File: src/rtl/seq_accum_pkg.sv
// Shared opcode definitions for the enable/accumulate register.
package seq_accum_pkg;

  localparam int unsigned OP_W = 3;

  // Codes 3'd6 and 3'd7 are reserved and execute as OP_HOLD with no event.
  typedef enum logic [OP_W-1:0] {
    OP_HOLD = 3'd0,
    OP_LOAD = 3'd1,
    OP_INC  = 3'd2,
    OP_DEC  = 3'd3,
    OP_ADD  = 3'd4,
    OP_ACC  = 3'd5
  } op_e;

endpackage

File: src/rtl/seq_accum_addsub.sv
// Combinational WIDTH-bit adder/subtractor with carry-out (add) or borrow (sub).
module seq_accum_addsub #(
  parameter int unsigned WIDTH = 8
) (
  input  logic [WIDTH-1:0] x,
  input  logic [WIDTH-1:0] y,
  input  logic             sub,
  output logic [WIDTH-1:0] res,
  output logic             cout
);

  logic [WIDTH:0] full;

  // Bit WIDTH is the carry on add and the borrow on subtract.
  assign full = sub ? ({1'b0, x} - {1'b0, y}) : ({1'b0, x} + {1'b0, y});
  assign res  = full[WIDTH-1:0];
  assign cout = full[WIDTH];

endmodule

File: src/rtl/seq_enable_accum_reg.sv
// Opcode-driven register: hold/load/inc/dec/add/acc with optional saturation,
// sticky overflow and a terminal-count pulse with optional auto-reload.
module seq_enable_accum_reg
  import seq_accum_pkg::*;
#(
  parameter int unsigned      WIDTH       = 8,
  parameter logic [WIDTH-1:0] RST_VAL     = '0,
  parameter int unsigned      STEP        = 1,
  parameter bit               SATURATE    = 1'b0,
  parameter logic [WIDTH-1:0] TC_VAL      = '1,
  parameter bit               AUTO_RELOAD = 1'b0
) (
  input  logic             clk,
  input  logic             rst,
  input  logic             clr,
  input  logic             en,
  input  logic [OP_W-1:0]  op,
  input  logic [WIDTH-1:0] a,
  input  logic [WIDTH-1:0] b,
  input  logic [WIDTH-1:0] d,
  output logic [WIDTH-1:0] q,
  output logic             ovf,
  output logic             tc
);

  localparam logic [WIDTH-1:0] StepVal = WIDTH'(STEP);

  logic [WIDTH-1:0] q_q, q_d;
  logic             ovf_q;
  logic             tc_q;

  op_e              op_sel;
  logic [WIDTH-1:0] x, y, sum;
  logic             sub, arith, cout, evt, tc_hit;

  assign op_sel = op_e'(op);

  seq_accum_addsub #(
    .WIDTH (WIDTH)
  ) u_addsub (
    .x    (x),
    .y    (y),
    .sub  (sub),
    .res  (sum),
    .cout (cout)
  );

  always_comb begin
    x      = q_q;
    y      = StepVal;
    sub    = 1'b0;
    arith  = 1'b0;
    q_d    = q_q;
    evt    = 1'b0;
    tc_hit = 1'b0;

    case (op_sel)
      OP_LOAD: q_d = d;
      OP_INC:  arith = 1'b1;
      OP_DEC: begin
        arith = 1'b1;
        sub   = 1'b1;
      end
      OP_ADD: begin
        x     = a;
        y     = b;
        arith = 1'b1;
      end
      OP_ACC: begin
        y     = a;
        arith = 1'b1;
      end
      default: ;
    endcase

    evt = arith & cout;
    if (arith) begin
      q_d = (evt && SATURATE) ? (sub ? '0 : '1) : sum;
    end

    tc_hit = (op_sel == OP_INC) && (q_q == TC_VAL);
    // Reload replaces the increment outright, so no overflow can be raised.
    if (tc_hit && AUTO_RELOAD) begin
      q_d = d;
      evt = 1'b0;
    end
  end

  always_ff @(posedge clk or posedge rst) begin
    if (rst) begin
      q_q   <= RST_VAL;
      ovf_q <= 1'b0;
      tc_q  <= 1'b0;
    end else if (clr) begin
      q_q   <= RST_VAL;
      ovf_q <= 1'b0;
      tc_q  <= 1'b0;
    end else if (en) begin
      q_q   <= q_d;
      ovf_q <= ovf_q | evt;
      tc_q  <= tc_hit;
    end else begin
      tc_q  <= 1'b0;
    end
  end

  assign q   = q_q;
  assign ovf = ovf_q;
  assign tc  = tc_q;

endmodule

File: config.mk
export PLATFORM = sky130hd
export DESIGN_NAME = seq_enable_accum_reg
export DESIGN_NICKNAME = d
export VERILOG_FILES = /design/src/rtl/seq_accum_pkg.sv /design/src/rtl/seq_accum_addsub.sv /design/src/rtl/seq_enable_accum_reg.sv
export SDC_FILE = /design/constraint.sdc
export NUM_CORES = 1
export LEC_CHECK = 0
export CAP_MARGIN = 20
export CORE_ASPECT_RATIO = 1.4
export CORE_UTILIZATION = 47
export DETAILED_ROUTE_END_ITERATION = 10
export PLACE_DENSITY = 0.79
export SETUP_SLACK_MARGIN = 0.05
export SKIP_LAST_GASP = 1
export SLEW_MARGIN = 20
export SYNTH_ARGS = -nofsm -noshare
export SYNTH_HDL_FRONTEND = slang
export SYNTH_SLANG_ARGS = --single-unit
File: constraint.sdc
create_clock -name clk -period 2.49 [get_ports clk]
set_clock_uncertainty 0.1 [all_clocks]
set_input_delay 0.747 -clock clk [delete_from_list [all_inputs] [get_ports clk]]
set_output_delay 0.747 -clock clk [all_outputs]
set_load 0.05 [all_outputs]
==> run summary <==
outcome: finished, violations left
failing checks: negative setup slack
drt pass-1 iters: 5
num rows: 22
core area: 0.00262 mm2
DRC: 0
Inserted Clock Buffers: 3
Fillers: 127
CP startpoint: op[0]
worst slew pin tran: 0.524 ns
# diodes: 0
final setup margin: -0.917 ns
drt wl/cell: 20.5 um
Lkg Pwr: 0.00106 uW
Clk network pwr share: 10.8%
sequential cell area fraction in the yosys report: 19.5%
routed via count: 1840
crit-path max cell delay: 0.58 ns
clock sinks: 10
WL final: 5960 um
I/O pin count: 41
Die Span Y: 63.8 um
number of global-route vias before repair: 1699
setup violators final: 8
worst skew pair latency: 0.27 ns
max-cap violation count: 0
area delta synth->final: 80.4%
max-slew violations: 0
CTS Hold Bufs: 0
Post-Synthesis Cells: 163
initial core utilization: 49.0%
Netlist Area Pre-Place: 0.00128 mm2
CTS root buf: clkbuf_4
worst endpoint required time: 2.55 ns
GP Congestion: 0.922
largest net degree at the start of global routing: 11
Arrival @ worst endpoint: 3.47 ns
synth unique cells: 43
Reg clk slew, reported paths: 0.07 ns
crit path cell chain: buf_12, mux2i_4, buf_6, nand2_4, inv_4, ha_4, inv_2, or4_4, o211ai_1, ha_2, o21ai_1, nand2b_1, a31oi_1, xnor2_1, o2bb2ai_1
P per Cell Area: 455 mW/mm2
area of the multi-input gates: 0.00114 mm2
Psw: 457 uW
Final Hold Fails: 0
Most used DFF post-synth: dfrtp_1
Hold Path Class: reg2reg
CP startpoint kind: input pin
FF/Latch Area: 250 um2
port buffer count: 40
reg-to-reg startpoint: q[0]
TNS Setup: -5.16 ns
DP HPWL: 3390 um
headroom to the max-slew limit: 65.0%
DR iter-0 viols: 161
Die Width: 46.1 um
Via density: 6.32
Slowest cell on crit path: or4_4
CTS tree: built
initial antenna violation count: 0
unrepaired setup endpoints after global routing: yes
Final nets: 298
Sw Ratio: 43.5%
Die ar.: 0.00294 mm2
hold wc startpoint: ovf
Clock Tree Buf Depth: 2
CTS H-tree lvls: 1
Tcrit/Tclk final: 137%
kind of critical path: in2reg
layout cell share with drive strength beyond 1: 44.3%
Yosys reg bits: 10
syn nets: 204
worst-path maximum fanout: 8
Async SR Flop Fraction: 100%
EDFF count, synth: 0
PnR Total Power: 1050 uW
antenna-violating nets left: 0
combinational share of power: 69.0%
CP endpoint kind: flop
peak supply drop: 0.000443 V
post-layout minimum cycle time: 3.41 ns
total number of yosys warnings: 0
FMAX: 0.293 GHz
Sequential Power Share: 20.2%
Pint: 593 uW
post-layout util: 88.4%
synthesized area per cell: 7.86 um2
Congestion Overflow GR: 0
Total Routing Usage GR: 33.9%
first-pass GRT wire length: 7330 um
[routing by layer]
| layer | vias up | track usage (%) | part of all wire, % |
|---|---|---|---|
| li1 | 777 | - | - |
| met1 | 844 | 36.5 | 35 |
| met2 | 161 | 61.4 | 50 |
| met3 | 58 | 4.24 | 8.5 |
| met4 | 0 | 15.1 | 6.9 |
| met5 | - | 0 | 0 |
[cell type report]
class	count	area share [%]
clock buffers	3	0.975
flip-flops and latches	10	10.8
repair buffers	97	35.6
inverters	8	1.41
well taps	36	1.95
multi-input cells	137	49.2
[critical path: cells and delay by family]
kind / cells / cell delay [ns]
compound gates: 4 / 0.74
fa+ha+maj: 2 / 0.47
mux: 1 / 0.24
simple gates: 3 / 0.71
buf+inv: 4 / 0.34
xor+xnor: 1 / 0.19
[Yosys cell counts (2+ instances only)]
library cell / count / share of area, %
a21oi_1: 13 / 5.1
a31oi_1: 3 / 1.5
buf_2: 3 / 1.2
clkbuf_1: 3 / 0.88
dfrtp_1: 10 / 20
ha_1: 9 / 8.8
inv_1: 8 / 2.3
mux2_2: 8 / 7.0
mux2i_1: 8 / 6.3
nand2_1: 16 / 4.7
nand2b_1: 6 / 2.9
nand3_1: 2 / 0.78
nor2_1: 18 / 5.3
nor3_1: 5 / 2.0
nor3b_1: 2 / 1.2
o211ai_1: 2 / 1.2
o21a_1: 3 / 1.8
o21ai_0: 6 / 2.3
o221ai_1: 2 / 1.4
o31ai_1: 6 / 3.5
xnor2_1: 7 / 4.8
xor2_1: 2 / 1.4
[power groups by stage]
stage	Clock, uW	Sequential [uW]	Combinational, uW
after global placement	0	212	576
final	114	212	725
after CTS	113	209	618
after floorplan	0	283	284
after global routing	122	214	761
after detailed placement	0	212	591
[worst paths after layout]
check                        to  depth (start not counted)  slack (ns)
max in group asynchronous  q[0]                          2        1.33
min reg2reg                 ovf                          1        0.41
min                         ovf                          1        0.41
min in group asynchronous  q[5]                          2        0.66
max reg2reg                 ovf                         11       -0.05
max                         ovf                         15       -0.92
[cell usage in the layout (no fill, tap or decap), drive strengths merged, types with 2 or more instances in the layout]
master and count:
nand2 16, clkdlybuf4s15 2, a31oi 3, nor2 18
mux2 8, ha 9, o31ai 6, nand2b 6
xor2 2, mux2i 8, nor3b 2, clkdlybuf4s50 26
o221ai 2, buf 59, inv 8, o21ai 6
a21oi 14, o21a 3, nor3 5, dfrtp 10
xnor2 7, o211ai 2, nand3 2, clkbuf 12
[cells by family (layout without fill, tap and decap cells)]
kind of cell,count (synthesis),in the layout,synth area share [%]
xor+xnor,9,9,6.15
fa+ha+maj,10,10,10.4
simple gates,58,58,22.1
flops,10,10,19.5
buf+inv,16,108,5.86
mux,16,16,13.3
compound gates,44,44,22.8
[metrics by stage]
stage / std cells / worst slack, ns / hold slack (ns) / cell area (um2)
after floorplan: 163 / -0.729 / 0.487 / 1400
final: 291 / -0.917 / 0.413 / 2310
after detailed placement: 269 / -1.38 / 0.387 / 2040
after global placement: 269 / -1.32 / 0.377 / 2040
after global routing: 291 / -0.990 / 0.409 / 2310
after CTS: 279 / -0.744 / 0.406 / 2150
[registers in the layout, indices dropped and copies added, names as in the netlist]
register	cells
tc	1
ovf	1
q	8
[timing repair]
action | CTS | global route
setup buffers | 7 | 13
setup endpoints to repair | 9 | 8
pin swaps | 20 | 29
gates resized for setup | 35 | 41
No activity file was read; power rests on OpenSTA's default activity.
